<file path="config.mk">
export PLATFORM = sky130hd
export DESIGN_NAME = regfile_scoreboard
export DESIGN_NICKNAME = d
export VERILOG_FILES = /design/src/rtl/regfile_scoreboard_pkg.sv /design/src/rtl/regfile_scoreboard_pend_counter.sv /design/src/rtl/regfile_scoreboard.sv
export SDC_FILE = /design/constraint.sdc
export NUM_CORES = 2
export LEC_CHECK = 0
export CAP_MARGIN = 20
export CORE_ASPECT_RATIO = 1.5
export CORE_UTILIZATION = 63
export CTS_CLUSTER_SIZE = 14
export DETAILED_ROUTE_END_ITERATION = 16
export GPL_ROUTABILITY_DRIVEN = 0
export PLACE_DENSITY = 0.93
export SYNTH_ARGS = -nofsm -noshare
export SYNTH_HDL_FRONTEND = slang
export SYNTH_SLANG_ARGS = --single-unit
</file>
<file path="constraint.sdc">
create_clock -name clk -period 5.5 [get_ports clk]
set_input_delay 1.375 -clock clk [delete_from_list [all_inputs] [get_ports clk]]
set_output_delay 1.375 -clock clk [all_outputs]
set_load 0.01 [all_outputs]
</file>
<file path="src/rtl/regfile_scoreboard_pkg.sv">
// -----------------------------------------------------------------------------
// regfile_scoreboard_pkg
//   Shared sizing constants for the integer register file and its pending-write
//   scoreboard.
//   DATA_WIDTH     : register data width
//   REG_ADDR_WIDTH : register index width
//   NUM_REGS       : number of architectural registers (2**REG_ADDR_WIDTH)
//   PEND_WIDTH     : width of the per-register in-flight write counter
//   X0_IDX         : index of the hardwired-zero register
// -----------------------------------------------------------------------------
package regfile_scoreboard_pkg;

    localparam int DATA_WIDTH     = 32;
    localparam int REG_ADDR_WIDTH = 5;
    localparam int NUM_REGS       = 2 ** REG_ADDR_WIDTH;
    localparam int PEND_WIDTH     = 2;
    localparam int X0_IDX         = 0;

endpackage : regfile_scoreboard_pkg

</file>
<file path="src/rtl/regfile_scoreboard_pend_counter.sv">
// -----------------------------------------------------------------------------
// regfile_scoreboard_pend_counter
//   Saturating up/down counter of issued-but-not-written-back writes for one
//   architectural register. Simultaneous inc and dec cancel out. The counter
//   never wraps in either direction.
//   clk     : clock
//   reset   : synchronous active-high clear
//   inc_i   : one more write issued to this register
//   dec_i   : one write to this register retired through writeback
//   count_o : current in-flight write count
// -----------------------------------------------------------------------------
module regfile_scoreboard_pend_counter #(
    parameter int PEND_WIDTH = 2
) (
    input  logic                  clk,
    input  logic                  reset,
    input  logic                  inc_i,
    input  logic                  dec_i,
    output logic [PEND_WIDTH-1:0] count_o
);

    logic [PEND_WIDTH-1:0] count_q;
    logic [PEND_WIDTH-1:0] count_d;

    always_comb begin
        count_d = count_q;
        if (inc_i && !dec_i && (count_q != '1)) begin
            count_d = count_q + PEND_WIDTH'(1);
        end else if (dec_i && !inc_i && (count_q != '0)) begin
            count_d = count_q - PEND_WIDTH'(1);
        end
    end

    always_ff @(posedge clk) begin
        if (reset) begin
            count_q <= '0;
        end else begin
            count_q <= count_d;
        end
    end

    assign count_o = count_q;

endmodule : regfile_scoreboard_pend_counter

</file>
<file path="src/rtl/regfile_scoreboard.sv">
// -----------------------------------------------------------------------------
// regfile_scoreboard
//   Architectural integer register file with two combinational read ports
//   (write-to-read bypass from the writeback port) and a per-register
//   pending-write scoreboard used by decode for RAW hazard stalls.
//   clk, reset            : clock, synchronous active-high reset
//   wb_addr/wb_data/wb_en : writeback port (writes to x0 are dropped)
//   rs1_addr/rs1_data     : read port 1 (combinational)
//   rs2_addr/rs2_data     : read port 2 (combinational)
//   issue_valid/issue_rd/issue_wr : uop issued by decode and its destination
//   rs1_busy/rs2_busy     : source has a pending write not yet bypassable
//   issue_ready           : low when issue_rd's pending counter is saturated
// -----------------------------------------------------------------------------
module regfile_scoreboard
    import regfile_scoreboard_pkg::*;
#(
    parameter int DATA_WIDTH     = regfile_scoreboard_pkg::DATA_WIDTH,
    parameter int REG_ADDR_WIDTH = regfile_scoreboard_pkg::REG_ADDR_WIDTH,
    parameter int NUM_REGS       = regfile_scoreboard_pkg::NUM_REGS,
    parameter int PEND_WIDTH     = regfile_scoreboard_pkg::PEND_WIDTH
) (
    input  logic                      clk,
    input  logic                      reset,
    input  logic [REG_ADDR_WIDTH-1:0] wb_addr,
    input  logic [DATA_WIDTH-1:0]     wb_data,
    input  logic                      wb_en,
    input  logic [REG_ADDR_WIDTH-1:0] rs1_addr,
    input  logic [REG_ADDR_WIDTH-1:0] rs2_addr,
    output logic [DATA_WIDTH-1:0]     rs1_data,
    output logic [DATA_WIDTH-1:0]     rs2_data,
    input  logic                      issue_valid,
    input  logic [REG_ADDR_WIDTH-1:0] issue_rd,
    input  logic                      issue_wr,
    output logic                      rs1_busy,
    output logic                      rs2_busy,
    output logic                      issue_ready
);

    localparam logic [REG_ADDR_WIDTH-1:0] X0_ADDR  = REG_ADDR_WIDTH'(X0_IDX);
    localparam logic [PEND_WIDTH-1:0]     PEND_ONE = PEND_WIDTH'(1);
    localparam logic [PEND_WIDTH-1:0]     PEND_MAX = '1;

    logic [DATA_WIDTH-1:0] regs_q [NUM_REGS];
    logic [PEND_WIDTH-1:0] pend   [NUM_REGS];

    // Writeback and issue are ignored while reset is held, so the qualified
    // writeback also drives the bypass muxes.
    logic wb_fire;
    logic wb_nz;
    logic inc_fire;
    logic dec_fire;

    assign wb_fire = wb_en && !reset;
    assign wb_nz   = wb_fire && (wb_addr != X0_ADDR);

    // issue_ready is a pure function of issue_* and the counters.
    assign issue_ready = !(issue_valid && issue_wr && (issue_rd != X0_ADDR) &&
                           (pend[issue_rd] == PEND_MAX));

    assign inc_fire = !reset && issue_valid && issue_wr && issue_ready &&
                      (issue_rd != X0_ADDR);
    assign dec_fire = wb_nz && (pend[wb_addr] != '0);

    // -------------------------------------------------------------------------
    // Register storage and scoreboard counters, one slice per register.
    // Slice 0 is x0: its data register is never written and its counter is
    // tied to zero.
    // -------------------------------------------------------------------------
    for (genvar gi = 0; gi < NUM_REGS; gi++) begin : g_reg
        logic wr_sel;
        assign wr_sel = wb_nz && (wb_addr == REG_ADDR_WIDTH'(gi));

        always_ff @(posedge clk) begin
            if (reset) begin
                regs_q[gi] <= '0;
            end else if (wr_sel) begin
                regs_q[gi] <= wb_data;
            end
        end

        if (gi == X0_IDX) begin : g_x0
            assign pend[gi] = '0;
        end else begin : g_cnt
            logic inc_sel;
            logic dec_sel;
            assign inc_sel = inc_fire && (issue_rd == REG_ADDR_WIDTH'(gi));
            assign dec_sel = dec_fire && (wb_addr == REG_ADDR_WIDTH'(gi));

            regfile_scoreboard_pend_counter #(
                .PEND_WIDTH (PEND_WIDTH)
            ) u_pend (
                .clk     (clk),
                .reset   (reset),
                .inc_i   (inc_sel),
                .dec_i   (dec_sel),
                .count_o (pend[gi])
            );
        end
    end

    // -------------------------------------------------------------------------
    // Read ports: x0 reads zero, a same-cycle writeback is forwarded, else the
    // stored value.
    // -------------------------------------------------------------------------
    always_comb begin
        rs1_data = regs_q[rs1_addr];
        if (rs1_addr == X0_ADDR) begin
            rs1_data = '0;
        end else if (wb_fire && (wb_addr == rs1_addr)) begin
            rs1_data = wb_data;
        end
    end

    always_comb begin
        rs2_data = regs_q[rs2_addr];
        if (rs2_addr == X0_ADDR) begin
            rs2_data = '0;
        end else if (wb_fire && (wb_addr == rs2_addr)) begin
            rs2_data = wb_data;
        end
    end

    // A source whose last outstanding write is retiring this cycle is readable
    // through the bypass, so it is not reported busy. pend[0] is zero, which
    // keeps x0 never busy.
    always_comb begin
        rs1_busy = (pend[rs1_addr] != '0);
        if ((pend[rs1_addr] == PEND_ONE) && wb_fire && (wb_addr == rs1_addr)) begin
            rs1_busy = 1'b0;
        end
    end

    always_comb begin
        rs2_busy = (pend[rs2_addr] != '0);
        if ((pend[rs2_addr] == PEND_ONE) && wb_fire && (wb_addr == rs2_addr)) begin
            rs2_busy = 1'b0;
        end
    end

endmodule : regfile_scoreboard

</file>
==> flow_summary.html, run 1 <==
<table>
<tr><th>Metric</th><th>Value</th></tr>
<tr><th colspan="2">Synthesis</th></tr>
<tr><td>Synth async-reset ratio</td><td>0%</td></tr>
<tr><td>Compound-gate portion of the synthesized area</td><td>4.97%</td></tr>
<tr><td>Fraction of the mapped netlist area in simple logic gates</td><td>13.1%</td></tr>
<tr><td>Proportion of synthesized chip area in sequential cells</td><td>52.9%</td></tr>
<tr><td>Prevailing post-synth register cell</td><td>edfxtp_1</td></tr>
<tr><td>Leading cell types by total area after synthesis</td><td>edfxtp_1 (51%), mux4_2 (24%), and3_1 (5.3%)</td></tr>
<tr><td>Post-synthesis share of cell area spent on full adders, half adders and majority gates</td><td>0%</td></tr>
<tr><td>Count of state elements after synthesis</td><td>approximately 1100</td></tr>
<tr><td>Largest family of logic cells by synthesized area</td><td>multiplexers</td></tr>
<tr><td>Post-synthesis share of cell area spent on xor and xnor gates</td><td>0.203%</td></tr>
<tr><td>Library cells used by synthesis</td><td>between 70 and 80</td></tr>
<tr><td>Cell type contributing the most total cell area after synthesis</td><td>edfxtp_1</td></tr>
<tr><td>Count of flip-flops with a built-in enable after synthesis</td><td>a little over 1000</td></tr>
<tr><td>Per-instance average area after synthesis</td><td>about 15 um2</td></tr>
<tr><td>Post-synth top area share</td><td>a little over 50%</td></tr>
<tr><td>Share of synthesized area spent on multiplexers</td><td>25.5%</td></tr>
<tr><td>Warnings from Yosys</td><td>0</td></tr>
<tr><td>Cell Area, Synth</td><td>between 60000 and 70000 um2</td></tr>
<tr><td>Synthesized instance count</td><td>roughly 4000</td></tr>
<tr><th colspan="2">Timing</th></tr>
<tr><td>Worst-path end type</td><td>top-level output</td></tr>
<tr><td>Worst setup endpoint after the global-route repair_timing</td><td>rs2_data[31]</td></tr>
<tr><th colspan="2">Global routing</th></tr>
<tr><td>All-Layer GR Usage</td><td>between 70 and 80%</td></tr>
<tr><td>Maximum number of pins on one net before global-route repair</td><td>about 130</td></tr>
<tr><td>Congestion Overflow GR</td><td>9</td></tr>
<tr><td>Antenna violations before repair</td><td>59</td></tr>
<tr><th colspan="2">Placement</th></tr>
<tr><td>DP HPWL</td><td>roughly 130000 um</td></tr>
<tr><td>Number of buffers added on ports</td><td>approximately 120</td></tr>
<tr><td>Instance area at placement</td><td>around 65000 um2</td></tr>
<tr><th colspan="2">Floorplan</th></tr>
<tr><td>Initial core utilization</td><td>63.8%</td></tr>
<tr><td>Number of cell rows</td><td>138</td></tr>
<tr><td># IOs</td><td>approximately 120</td></tr>
<tr><td>Die height</td><td>roughly 380 um</td></tr>
<tr><td>Floorplan die width</td><td>255 um</td></tr>
<tr><th colspan="2">Clock tree</th></tr>
<tr><td>Sinks on the clock net</td><td>around 1100</td></tr>
<tr><td>CTS Hold Buffers Added</td><td>0</td></tr>
<tr><td>Clock buffers created by TritonCTS</td><td>100</td></tr>
<tr><td>Maximum root-to-sink buffer count</td><td>3</td></tr>
<tr><td>H-tree depth</td><td>3</td></tr>
<tr><td>Master cell of the clock root buffer</td><td>clkbuf_16</td></tr>
<tr><th colspan="2">Run status</th></tr>
<tr><td>Run Error</td><td>[ERROR GRT-0232] Routing congestion too high. Check the congestion heatmap in the GUI.</td></tr>
<tr><td>Last stage reached</td><td>global routing</td></tr>
<tr><td>Status</td><td>did not finish</td></tr>
</table>
## synthesized netlist by cell type (14+ instances only)
master,instances
a211oi_1,148
a21o_1,16
a21oi_1,96
and2_1,488
and3_1,517
buf_1,55
buf_2,50
clkbuf_1,388
dfxtp_1,62
edfxtp_1,1024
inv_1,14
mux2i_1,81
mux4_2,643
nand2_1,57
nand2b_1,25
nor2_1,118
nor2b_1,54
nor3_1,30
o21a_1,14
o21ai_0,58
o31ai_1,14
## metrics by stage
| stage | hold WS (ns) | setup WS (ns) | cells | TNS (ns) |
|---|---|---|---|---|
| 2_1_floorplan | 0.466 | 0.468 | 4148 | 0 |
| 3_3_place_gp | 0.506 | -0.0976 | 5332 | -0.0976 |
| 3_5_place_dp | 0.518 | -0.127 | 5332 | -0.232 |
| 4_1_cts | 0.528 | 0.00183 | 5515 | 0 |
## cell families after synthesis
group           count (synthesis)
simple gates                 1342
flops                        1086
mux                           733
buf+inv                       511
compound gates                430
xor+xnor                       14
other cells                     1
## per-layer routing
metal / track usage [%] / overflow
met3: 69.9 / 1
met2: 82.3 / 3
met1: 68.8 / 1
met5: 55.7 / 1
met4: 66.3 / 3
## timing repair
action | 4_1_cts
pin swaps | 1
endpoints found under the setup margin | 6
gates resized for setup | 10
buffers inserted | 0
==> run 2, diff against run 1 <==
CORE_ASPECT_RATIO = default   (was 1.5)
CORE_UTILIZATION = 40   (was 63)
CTS_CLUSTER_SIZE = default   (was 14)
PLACE_DENSITY = default   (was 0.93)
PLACE_DENSITY_LB_ADDON = 0.15   (was default)
==> flow_summary.html, run 2 <==
<table>
<tr><th>Metric</th><th>Value</th></tr>
<tr><th colspan="2">Run status</th></tr>
<tr><td>Status</td><td>finished clean</td></tr>
<tr><th colspan="2">Synthesis</th></tr>
<tr><td>Leading cell types by total area after synthesis</td><td>edfxtp_1 (51%), mux4_2 (24%), and3_1 (5.3%)</td></tr>
<tr><td>Leading cell type by number of instances after synthesis</td><td>edfxtp_1</td></tr>
<tr><td>Cell type contributing the most total cell area after synthesis</td><td>edfxtp_1</td></tr>
<tr><td>Count of flip-flops with a built-in enable after synthesis</td><td>1024</td></tr>
<tr><td>Post-synth top area share</td><td>a little over 50%</td></tr>
<tr><td>Count of state elements after synthesis</td><td>roughly 1100</td></tr>
<tr><td>Cell Area, Synth</td><td>between 60000 and 70000 um2</td></tr>
<tr><td>Synth async-reset ratio</td><td>0%</td></tr>
<tr><td>Synthesized instance count</td><td>between 4000 and 5000</td></tr>
<tr><td>Prevailing post-synth register cell</td><td>edfxtp_1</td></tr>
<tr><td>Top post-synthesis cells by count</td><td>edfxtp_1 (1024), mux4_2 (643), and3_1 (517)</td></tr>
<tr><td>Library cells used by synthesis</td><td>between 70 and 80</td></tr>
<tr><td>Warnings from Yosys</td><td>0</td></tr>
<tr><td>Per-instance average area after synthesis</td><td>between 10 and 15 um2</td></tr>
<tr><td>Proportion of synthesized chip area in sequential cells</td><td>52.9%</td></tr>
<tr><th colspan="2">Placement</th></tr>
<tr><td>Number of buffers added on ports</td><td>between 100 and 150</td></tr>
<tr><td>DP HPWL</td><td>between 100000 and 150000 um</td></tr>
<tr><td>Instance area at placement</td><td>~67000 um2</td></tr>
<tr><th colspan="2">Global routing</th></tr>
<tr><td>Antenna violations before repair</td><td>22</td></tr>
<tr><td>Congestion Overflow GR</td><td>0</td></tr>
<tr><td>Via count of the first global-routing pass</td><td>40700</td></tr>
<tr><td>Global-route wire length before repair</td><td>around 330000 um</td></tr>
<tr><td>Maximum number of pins on one net before global-route repair</td><td>between 100 and 150</td></tr>
<tr><td>All-Layer GR Usage</td><td>approximately 31%</td></tr>
<tr><th colspan="2">Timing</th></tr>
<tr><td>Minimum clock period after layout</td><td>roughly 5.5 ns</td></tr>
<tr><td>Slew HR</td><td>between 10% and 20%</td></tr>
<tr><td>Maximum clock skew at final layout</td><td>0.0311 ns</td></tr>
<tr><td>Final period utilization</td><td>around 100%</td></tr>
<tr><td>Final-report hold violation count</td><td>0</td></tr>
<tr><td>Final setup fails</td><td>0</td></tr>
<tr><td>Pin slew with the least headroom to its limit</td><td>1.23 ns</td></tr>
<tr><td>Post-Route Setup TNS</td><td>0 ns</td></tr>
<tr><td>Highest clock frequency the design can meet</td><td>about 0.18 GHz</td></tr>
<tr><td>Setup repair after global routing missed its margin</td><td>true</td></tr>
<tr><td>Max-slew violations</td><td>0</td></tr>
<tr><th colspan="2">Floorplan</th></tr>
<tr><td>Area of the die</td><td>approximately 150000 um2</td></tr>
<tr><td># IOs</td><td>around 120</td></tr>
<tr><td>Initial core utilization</td><td>about two fifths</td></tr>
<tr><td>Die height</td><td>slightly below 400 um</td></tr>
<tr><td>Floorplan die width</td><td>391 um</td></tr>
<tr><td>Core Box Area</td><td>approximately 150000 um2</td></tr>
<tr><td>Number of cell rows</td><td>142</td></tr>
<tr><th colspan="2">Setup path</th></tr>
<tr><td>Crit path largest cell delay</td><td>0.61 ns</td></tr>
<tr><td>Reg-to-reg startpoint</td><td>g_reg[6].g_cnt.u_pend.count_o[0]</td></tr>
<tr><td>Required time reported for the critical path endpoint</td><td>between 4 and 5 ns</td></tr>
<tr><td>Largest driver fanout on the critical path</td><td>17</td></tr>
<tr><td>Kind of end point of the critical path</td><td>output port</td></tr>
<tr><td>Source of the critical timing path</td><td>rs1_addr[2]</td></tr>
<tr><td>Depth of the worst register-to-register path</td><td>7</td></tr>
<tr><td>Buffers plus inverters on the worst setup path</td><td>5</td></tr>
<tr><td>R2R setup slack</td><td>around 2.5 ns</td></tr>
<tr><td>Sequence of cells on the critical path</td><td>clkbuf_8, buf_12, buf_4, mux4_2, mux2i_1, a211oi_1, a21oi_4, buf_6, a211oi_2, clkdlybuf4s50_1</td></tr>
<tr><td>Critical path startpoint category</td><td>primary input</td></tr>
<tr><td>Category of cells accounting for the largest share of critical-path delay</td><td>buffers and inverters</td></tr>
<tr><td>Worst endpoint data arrival time</td><td>roughly 4 ns</td></tr>
<tr><td>Number of gates on the worst path with buffers counted</td><td>10</td></tr>
<tr><td>Crit path capture</td><td>rs1_data[25]</td></tr>
<tr><td>Cell type of the slowest stage on the worst timing path</td><td>clkdlybuf4s50_1</td></tr>
<tr><td>Crit path kind</td><td>primary input to output port</td></tr>
<tr><td>Terminus of the critical flop-to-flop path</td><td>g_reg[5].g_cnt.u_pend.count_o[0]</td></tr>
<tr><th colspan="2">Clock tree</th></tr>
<tr><td>Master cell of the clock root buffer</td><td>clkbuf_16</td></tr>
<tr><td>TritonCTS clock tree</td><td>done</td></tr>
<tr><td>H-tree depth</td><td>3</td></tr>
<tr><td>Maximum root-to-sink buffer count</td><td>3</td></tr>
<tr><td>Post-CTS clock slew at the launch and capture registers of the worst setup and hold paths</td><td>0.06 ns</td></tr>
<tr><td>Clock network latency to the later pin of the worst-skew pair</td><td>around 0.73 ns</td></tr>
<tr><td>Clock buffers created by TritonCTS</td><td>116</td></tr>
<tr><td>Sinks on the clock net</td><td>between 1000 and 1500</td></tr>
<tr><th colspan="2">Layout</th></tr>
<tr><td>Nets@finish</td><td>approximately 4400</td></tr>
<tr><td>Cell area after layout</td><td>approximately 71000 um2</td></tr>
<tr><td>Most used cells in the layout excluding fill and tap cells</td><td>edfxtp_1 (1024), mux4_2 (643), and3_1 (517), and2_1 (487), buf_4 (328)</td></tr>
<tr><td>Sequential standard cell area</td><td>32000 um2</td></tr>
<tr><td>Fraction of layout cells with a size suffix above 1</td><td>between 30% and 40%</td></tr>
<tr><td>Leading cell type in the layout, fill and taps excluded</td><td>edfxtp_1</td></tr>
<tr><td>Flip-flop count of the largest register after layout</td><td>between 1000 and 1500</td></tr>
<tr><td>Total area of multi-input combinational cells</td><td>between 20000 and 30000 um2</td></tr>
<tr><td>Layout filler cell count</td><td>12900</td></tr>
<tr><td>Synthesis-to-finish area growth</td><td>18.0%</td></tr>
<tr><td>Most flop-heavy register</td><td>regs_q</td></tr>
<tr><th colspan="2">Hold path</th></tr>
<tr><td>Type of the most critical hold path</td><td>flip-flop to flip-flop</td></tr>
<tr><th colspan="2">Flow run</th></tr>
<tr><td>Number of violations of the max-capacitance limit</td><td>0</td></tr>
<tr><th colspan="2">Routing</th></tr>
<tr><td>Starting DRC count in detailed routing</td><td>between 5000 and 6000</td></tr>
<tr><td>First-pass detailed-route iteration total</td><td>5</td></tr>
<tr><td>Vias after detailed routing</td><td>41900</td></tr>
<tr><td>DRC</td><td>0</td></tr>
<tr><td>Routed wire length</td><td>approximately 240000 um</td></tr>
<tr><td>Number of routed nets with antenna violations</td><td>0</td></tr>
<tr><td>Vias per std cell</td><td>between 6 and 7</td></tr>
<tr><td>Post-detailed-route wirelength per cell</td><td>about 37 um</td></tr>
<tr><th colspan="2">Power</th></tr>
<tr><td>Power per standard cell area</td><td>293 nW/um2</td></tr>
<tr><td>Static leakage</td><td>around 26 nW</td></tr>
<tr><td>Maximum resistive drop on vdd</td><td>around 0.26 mV</td></tr>
</table>
run 2: through the flow:
step	hold slack, ns	cells	power [mW]	utilization (%)	setup WS, ns
2_1_floorplan	0.466	4148	11.4	-	0.468
3_3_place_gp	0.511	6198	13.0	44.8	-0.367
3_5_place_dp	0.521	6198	13.0	44.8	-0.364
4_1_cts	0.514	6413	20.9	47.4	0.00263
5_1_grt	0.538	6435	21.4	47.6	-0.0486
6_report	0.523	6438	20.9	47.6	0.00531
run 2: kinds of logic after synthesis:
logic type,synth area share (%)
buffers and inverters,3.31
AND/OR/NAND/NOR,13.1
multiplexers,25.5
XOR/XNOR,0.203
other,0.00620
AO/OA/AOI/OAI,4.97
flip-flops,52.9
run 2: layout make-up:
class	instances	area share [%]
antenna	3	0.0105
multi-input combinational	2551	38.1
timing repair buffer	552	8.13
tap	2016	3.53
inverter	15	0.0807
clock buffer	139	4.22
clock inverter	76	1.07
sequential	1086	44.8
run 2: per-layer routing:
metal  vias to the layer above  GRT usage [%]  wire length, um
li1                      16800              -                -
met1                     22100           41.4            91500
met2                      2490           48.7           110000
met3                       453           5.93            23500
met4                         8           12.1            10100
met5                         -              0               56
run 2: power by group:
group | internal, mW | switching (mW) | total [mW]
sequential | 9.47 | 0.213 | 9.68
combinational | 1.47 | 1.78 | 3.25
clock | 4.50 | 3.46 | 7.97
run 2: tightest hold or removal path, stage by stage, from the launching register on:
cell and delay, ns:
dfxtp_1 0.36, o21ai_0 0.09, a21oi_1 0.06
run 2: timing repair:
item                       CTS  global route
hold buffers                 0             0
hold endpoints to repair     0             0
pin swaps                    2             2
cloned                       0             2
setup endpoints to repair    7            20
buffers inserted             0            20
resized for setup           13            25
run 2: how the worst min path moves through the flow:
stage,start,end,depth (start not counted)
after floorplan,g_reg[4].g_cnt.u_pend.count_o[0],g_reg[4].g_cnt.u_pend.count_o[0],1
after global placement,g_reg[30].g_cnt.u_pend.count_o[0],g_reg[30].g_cnt.u_pend.count_o[0],1
after detailed placement,g_reg[21].g_cnt.u_pend.count_o[0],g_reg[21].g_cnt.u_pend.count_o[0],1
after CTS,g_reg[5].g_cnt.u_pend.count_o[0],g_reg[5].g_cnt.u_pend.count_o[1],2
after global routing,g_reg[5].g_cnt.u_pend.count_o[0],g_reg[5].g_cnt.u_pend.count_o[1],2
final,g_reg[5].g_cnt.u_pend.count_o[0],g_reg[5].g_cnt.u_pend.count_o[1],2
Power figures use the tool's default switching activity.
